$ cat config.mk
export PLATFORM = sky130hd
export DESIGN_NAME = rf_dest_arbiter
export DESIGN_NICKNAME = d
export VERILOG_FILES = /design/src/rtl/rf_dest_arbiter_pkg.sv /design/src/rtl/rf_dest_arbiter_pick.sv /design/src/rtl/rf_dest_arbiter.sv
export SDC_FILE = /design/constraint.sdc
export NUM_CORES = 1
export LEC_CHECK = 0
export ABC_AREA = 1
export CAP_MARGIN = 15
export CORE_MARGIN = 8
export CORE_UTILIZATION = 55
export DETAILED_ROUTE_END_ITERATION = 8
export DONT_BUFFER_PORTS = 1
export PLACE_DENSITY = 0.68
export SYNTH_ARGS = -nofsm -noshare
export SYNTH_HDL_FRONTEND = slang
export SYNTH_SLANG_ARGS = --single-unit
$ cat constraint.sdc
create_clock -name clk -period 3 [get_ports clk]
set_input_delay 0.6 -clock clk [delete_from_list [all_inputs] [get_ports clk]]
set_output_delay 0.6 -clock clk [all_outputs]
set_load 0.01 [all_outputs]
$ cat src/rtl/rf_dest_arbiter_pkg.sv
// Shared constants and helpers for the register-file write-port arbiter.
package rf_dest_arbiter_pkg;

    // Default destination address width (SPARC windowed registers 0..31)
    localparam int ADDR_W_DEF = 5;

    // FSM encodings; the remaining two-bit codes are illegal and recover to idle
    localparam logic [1:0] ST_IDLE  = 2'd0;
    localparam logic [1:0] ST_GRANT = 2'd1;

    // Requester indices
    localparam logic [1:0] REQ_ALU  = 2'd0;
    localparam logic [1:0] REQ_LD   = 2'd1;
    localparam logic [1:0] REQ_CALL = 2'd2;
    localparam logic [1:0] REQ_WIN  = 2'd3;

    // Round-robin successor of a requester index (wraps 3 -> 0)
    function automatic logic [1:0] ptr_after(input logic [1:0] idx);
        return idx + 2'd1;
    endfunction

    // One-hot vector for a requester index
    function automatic logic [3:0] idx_to_onehot(input logic [1:0] idx);
        return 4'b0001 << idx;
    endfunction

endpackage

$ cat src/rtl/rf_dest_arbiter_pick.sv
// Combinational winner picker (round-robin or fixed priority) and the
// 4:1 destination address mux that follows it.
module rr_pick4
    import rf_dest_arbiter_pkg::*;
(
    input  logic [3:0] req,
    input  logic [1:0] ptr,
    input  logic [3:0] mask,
    input  logic       rr_en,
    output logic       valid,
    output logic [1:0] idx,
    output logic [3:0] onehot
);

    logic [3:0] w_elig;
    logic [1:0] w_cand;

    assign w_elig = req & ~mask;

    // Scan from the farthest candidate back to the nearest so the nearest eligible one wins
    always_comb begin
        valid  = 1'b0;
        idx    = 2'd0;
        w_cand = 2'd0;
        for (int k = 3; k >= 0; k--) begin
            w_cand = rr_en ? (ptr + 2'(k)) : 2'(k);
            if (w_elig[w_cand]) begin
                valid = 1'b1;
                idx   = w_cand;
            end
        end
    end

    assign onehot = valid ? idx_to_onehot(idx) : 4'b0000;

endmodule

module mux4To1_5
    import rf_dest_arbiter_pkg::*;
#(
    parameter int W = ADDR_W_DEF
) (
    input  logic [W-1:0] in0,
    input  logic [W-1:0] in1,
    input  logic [W-1:0] in2,
    input  logic [W-1:0] in3,
    input  logic [1:0]   sel,
    output logic [W-1:0] out
);

    // Plain 4:1 select of the requester destination addresses
    always_comb begin
        case (sel)
            REQ_ALU:  out = in0;
            REQ_LD:   out = in1;
            REQ_CALL: out = in2;
            REQ_WIN:  out = in3;
            default:  out = in0;
        endcase
    end

endmodule

$ cat src/rtl/rf_dest_arbiter.sv
// Register-file write-port arbiter: grants one of four requesters, registers
// its destination address and write strobe, and holds the grant until the
// register file accepts the write (r0 writes are dropped immediately).
module rf_dest_arbiter
    import rf_dest_arbiter_pkg::*;
#(
    parameter int   ADDR_W = ADDR_W_DEF,
    parameter logic RR_EN  = 1'b1
) (
    input  logic              clk,
    input  logic              reset_n,
    input  logic [3:0]        req,
    input  logic [ADDR_W-1:0] addr0,
    input  logic [ADDR_W-1:0] addr1,
    input  logic [ADDR_W-1:0] addr2,
    input  logic [ADDR_W-1:0] addr3,
    input  logic              wport_ready,
    output logic [3:0]        gnt,
    output logic [1:0]        sel,
    output logic [ADDR_W-1:0] dest_addr,
    output logic              wr_en,
    output logic              busy
);

    logic [1:0]        r_state;
    logic [1:0]        r_rr_ptr;
    logic [3:0]        r_gnt;
    logic [1:0]        r_sel;
    logic [ADDR_W-1:0] r_dest_addr;
    logic              r_wr_en;
    logic              r_busy;

    logic              w_in_grant;
    logic              w_complete;
    logic              w_abort;
    logic              w_load;
    logic              w_clear;
    logic [1:0]        w_ptr;
    logic [3:0]        w_mask;
    logic              w_valid;
    logic [1:0]        w_idx;
    logic [3:0]        w_onehot;
    logic [ADDR_W-1:0] w_pick_addr;

    // A grant ends when the write is accepted or when it targets r0 (discarded).
    // On that edge the search restarts just past the finishing requester and
    // skips it, so the new grant lands with no idle cycle in between.
    always_comb begin
        w_in_grant = (r_state == ST_GRANT);
        w_complete = w_in_grant && (wport_ready || (r_dest_addr == '0));
        w_abort    = w_in_grant && !w_complete && !req[r_sel];
        w_ptr      = w_complete ? ptr_after(r_sel) : r_rr_ptr;
        w_mask     = w_complete ? idx_to_onehot(r_sel) : 4'b0000;
        w_load     = w_valid && ((r_state == ST_IDLE) || w_complete);
        w_clear    = !w_load && (w_complete || w_abort ||
                     ((r_state != ST_IDLE) && (r_state != ST_GRANT)));
    end

    rr_pick4 u_pick (
        .req    (req),
        .ptr    (w_ptr),
        .mask   (w_mask),
        .rr_en  (RR_EN),
        .valid  (w_valid),
        .idx    (w_idx),
        .onehot (w_onehot)
    );

    mux4To1_5 #(.W(ADDR_W)) u_addr_mux (
        .in0 (addr0),
        .in1 (addr1),
        .in2 (addr2),
        .in3 (addr3),
        .sel (w_idx),
        .out (w_pick_addr)
    );

    // Round-robin pointer only advances when a write completes, never on abort
    always_ff @(posedge clk or negedge reset_n) begin
        if (!reset_n) begin
            r_rr_ptr <= 2'd0;
        end else if (w_complete) begin
            r_rr_ptr <= ptr_after(r_sel);
        end
    end

    // FSM and output registers: load a new grant, clear to idle, or hold
    always_ff @(posedge clk or negedge reset_n) begin
        if (!reset_n) begin
            r_state     <= ST_IDLE;
            r_gnt       <= 4'b0000;
            r_sel       <= 2'd0;
            r_dest_addr <= '0;
            r_wr_en     <= 1'b0;
            r_busy      <= 1'b0;
        end else if (w_load) begin
            r_state     <= ST_GRANT;
            r_gnt       <= w_onehot;
            r_sel       <= w_idx;
            r_dest_addr <= w_pick_addr;
            r_wr_en     <= (w_pick_addr != '0);
            r_busy      <= 1'b1;
        end else if (w_clear) begin
            r_state     <= ST_IDLE;
            r_gnt       <= 4'b0000;
            r_sel       <= 2'd0;
            r_dest_addr <= '0;
            r_wr_en     <= 1'b0;
            r_busy      <= 1'b0;
        end
    end

    assign gnt       = r_gnt;
    assign sel       = r_sel;
    assign dest_addr = r_dest_addr;
    assign wr_en     = r_wr_en;
    assign busy      = r_busy;

endmodule

# After elaboration in Yosys (flattened, before gate mapping)
# Index checks and enable logic that the tools add are counted.
dict set report totals {
  reg_bits 17
  latchBits 0
  ramBits 0
  romBits 0
  in_bits 27
  out_inout_bits 13
  word_cells 76
  memories 0
}
dict set report op_classes {
  add_sub_neg 4
  mul 0
  div 0
  magnitude_cmp 5
  eq_ne 5
  n_shift 2
  muxes 32
  bitwise 2
  n_reduce_logical 19
}
# operator n
set op_table {}
lappend op_table {{$pmux W5 S4} 1}
lappend op_table {{$mux W2} 8}
lappend op_table {{$mux W4} 4}
lappend op_table {{$lt A2 B3 Y1 const B} 5}
lappend op_table {{$mux W1} 12}
lappend op_table {{$bmux W1 S2} 5}
lappend op_table {{$mux W5} 2}
lappend op_table {{$shl A1 B2 Y4 const A} 2}
lappend op_table {{$logic_and A1 B1 Y1} 6}
lappend op_table {{$logic_not A5 Y1} 1}
lappend op_table {{$reduce_bool A5 Y1} 1}
lappend op_table {{$add A2 B1 Y2 const B} 2}
lappend op_table {{$add A2 B2 Y2 const B} 2}
lappend op_table {{$and A4 B4 Y4} 1}
lappend op_table {{$eq A2 B1 Y1 const B} 2}
lappend op_table {{$eq A2 B2 Y1 const B} 2}
lappend op_table {{$logic_not A2 Y1} 2}
lappend op_table {{$logic_or A1 B1 Y1} 4}
lappend op_table {{$not A4 Y4} 1}
lappend op_table {{$reduce_bool A2 Y1} 2}
lappend op_table {{$logic_not A1 Y1} 3}
lappend op_table {{$ne A2 B1 Y1 const B} 1}

# Longest topological paths before layout
dict set report depth {
  word_depth 17
  mapped_depth 20
  mapped_depth_nobuf 20
}

# Modules after synthesis
# From an unflattened synthesis, not the netlist that was laid out.
dict set report hier_totals {
  cells_unflattened 187
  area_unflattened_um2 1360.1
}
# mod instances cells_per_inst area_per_inst_um2 seq_area_each_um2
set modules_own_cells {}
lappend modules_own_cells {rf_dest_arbiter 1 99 904.6 375.4}
lappend modules_own_cells {rr_pick4 1 58 294.0 0.0}
lappend modules_own_cells {mux4To1_5 1 30 161.4 0.0}

# Least setup slack after synthesis
# OpenSTA, ideal clock, no wires.
dict set report synth_path {
  path_type {reg2reg}
  startpoint {reg r_sel[0], in the netlist sel[0]}
  endpoint {reg r_wr_en, in the netlist wr_en}
  arrival_time_ns 2.276
  path_slack_ns 0.604
  stages_incl_launch_ff 17
  path_cell_list {dfrtp_1 inv_1 ha_1 nand3b_1 nand2_1 nand2_1 nand2_1 nand2_1 nand2_1 nand2_2 nand3_4 nand3_4 or2_0 nand2_1 nand2_1 o21ai_1 nand2_1}
}
dict set report synth_between {
  elab_chain_len 14
  word_cells_on_any_way 42
  classes_between {add/sub (4); eq/ne (3); shift (1); mux (22); bitwise (2); reduce/logical (10)}
}
# item line_no
set synth_lines {}
lappend synth_lines {{from (decl)} rf_dest_arbiter.sv:28} ;# logic [1:0] r_sel;
lappend synth_lines {{from (signal assigned)} rf_dest_arbiter.sv:99} ;# r_sel <= w_idx;
lappend synth_lines {{parallel branches: the longest is 14 deep, another holds $add A2 B1 Y2} --}
lappend synth_lines {{to (signal assigned)} rf_dest_arbiter.sv:101} ;# r_wr_en <= (w_pick_addr != '0);
lappend synth_lines {{to (decl)} rf_dest_arbiter.sv:30} ;# logic r_wr_en;
# Several ways; the timed one is not identified. The select of a mux whose other input is x is not followed.
# A chain may end at the register's enable or synchronous reset.

# Final worst setup path
# Ends and elaborated chain as after synthesis.

==> qor.csv <==
metric;value;unit
port_buffers;0;
clock_latency;280;ps
cts_root_buffer;clkbuf_4;
hp-class;input port to flip-flop;
start_util;58.77;%
final_common_cell;nand2_1;
post-route-min-period;2641;ps
grt_max_degree;16;
vias;1174;
rsz0062_at_grt;no;
slew_violations;0;
period_share;88.04;%
die_area;0.004206;mm²
worst_pin_slew;654.9;ps
synth-edff-count;0;
synth_top_cell_by_area;dfrtp_1;
io_pins;40;
syn2layout_area_growth;6.101;%
start_kind;flip-flop;
grt_pass1_vias;1211;
synth_top_area_share;28.60;%
seq_area_frac_synth;28.60;%
wl;3.206;mm
drive_above_1_share;20.11;%
drt-vias-per-instance;5.538;
grt_overflow;0;
ys.flop_type;dfrtp_1;
cp_data_required_time;3170;ps
status;complete, no violations;
pre_cts_slack;358.6;ps
antenna_left;0;
cts_tree;yes;
grt_pass1_wl;5.506;mm
synth_fp_nets;210;
numCtsBuffers;3;
dr.first_iter.drc_count;45;
critical_path_arrival;2810;ps
final_cell_mix;nand2_1, inv_1, nand3_1, dfrtp_1, nand2_2;
wl_per_cell;15.12;µm
drc;0;
numClockSinks;15;
drv_cap;0;
core_area;0.002233;mm²
synth.cell_area;0.001313;mm²
ctsResizeCount;0;
fillerInstances;229;
dp_hpwl;2.565;mm
setup_viol;0;
min_path_cells;4;
clk_pin_slew;90;ps
synth.area.top_cells;dfrtp_1, nand2_1, nand3_1, inv_1, nand3_4;
reg2regPathDepth;16;
slew_headroom;56.20;%
cp_max_fo;10;
timing.hold.ws;593.9;ps
synth_cell_types;25;
hold_viol_final;0;
cts_buffer_depth;2;
finalNetCount;216;
ys_ff_latch;15;
endpoint_kind;flip-flop;
skew;4.366;ps
drt-pass1-iter-count;4;
h-tree-depth;1;
rows;17;
max_freq;0.3786;GHz
n_antenna_cell;0;
synthArstFlopShare;100.0;%
track_usage;15.85;%
synthCells;179;
routabilityCongestion;0.8993;
die_y;64.85;µm
setup_tns;0;ps
antenna_found_initial;0;
die_x;64.85;µm
worstSetupPathType;flip-flop to flip-flop;
fin_ws;358.7;ps
yosysWarnings;0;
post_synth.cell_area_avg;7.332;µm²
==> flip-flops by register name, summed over array words and instances (netlist names) <==
register   cells
dest_addr      5
gnt            4
r_rr_ptr       2
sel            2
busy           1
wr_en          1
==> synth_stat cells (2+ instances only) <==
cell type	number
inv_1	25
ha_1	4
o21ai_0	4
nand4_1	3
nand2_1	46
buf_2	3
nand3_1	20
nand2_2	11
nand2_4	6
nor2_1	9
nand3_2	4
or2_0	3
o22ai_1	8
nand3_4	5
nor2_2	2
dfrtp_1	15
o32ai_1	2
nand3b_1	2
==> per-stage QoR <==
step	std cells	utilization [%]	cell area [µm²]
finish	212	62.35	1393
floorplan	179	-	1313
detailed placement	207	60.67	1355
global placement	207	60.67	1355
global route	212	62.35	1393
CTS	212	62.35	1393
==> cell families (layout without fill, tap and decap cells) <==
logic type,after synthesis,in the layout,synth area share (%)
simple gates,113,113,50.33
fa+ha+maj,4,4,3.813
flops,15,15,28.60
compound gates,18,18,8.676
buf+inv,29,34,8.579
==> worst max-delay path: stages (launching register included) <==
cell and delay, ps:
dfrtp_1 530, inv_1 120, ha_1 330, nand3b_1 160
nand2_1 160, nand2_1 70, nand2_1 90, nand2_1 90
nand2_1 90, nand2_2 60, nand3_4 100, nand3_4 140
or2_0 220, nand2_1 100, nand2_1 60, o21ai_1 140
nand2_1 60
==> cell type report <==
class | count | area (µm²) | area share [%]
Timing Repair Buffer | 4 | 32.53 | 2.336
Clock inverter | 1 | 5.005 | 0.3594
Inverter | 26 | 97.59 | 7.008
Clock buffer | 3 | 22.52 | 1.617
Sequential cell | 15 | 375.4 | 26.95
Tap cell | 28 | 35.03 | 2.516
Multi-Input combinational cell | 135 | 824.5 | 59.21
==> final timing paths <==
| path | startpoint | endpoint | slack [ps] |
|---|---|---|---|
| worst max-delay path | sel[0] | wr_en | 360 |
| worst min-delay path | addr2[3] | dest_addr[3] | 590 |
| worst max register to register | sel[0] | wr_en | 360 |
| worst min register to register | gnt[3] | gnt[3] | 610 |
| max in group asynchronous | reset_n | r_rr_ptr[1] | 1800 |
| min in group asynchronous | reset_n | gnt[3] | 780 |
==> layer usage <==
metal	GRT usage (%)	wire length, µm
met3	6.357	300
met2	26.71	1566
met5	0	0
met4	5.177	23
met1	17.82	1315
==> timing repair <==
| item | CTS | global route |
|---|---|---|
| hold buffers | 1 | 0 |
| buffers inserted | 0 | 0 |
| hold endpoints to repair | 15 | 0 |
Power is left out: the tool's default activity adds up to more than one toggle a clock period on the data nets, which glitch-free logic cannot reach.
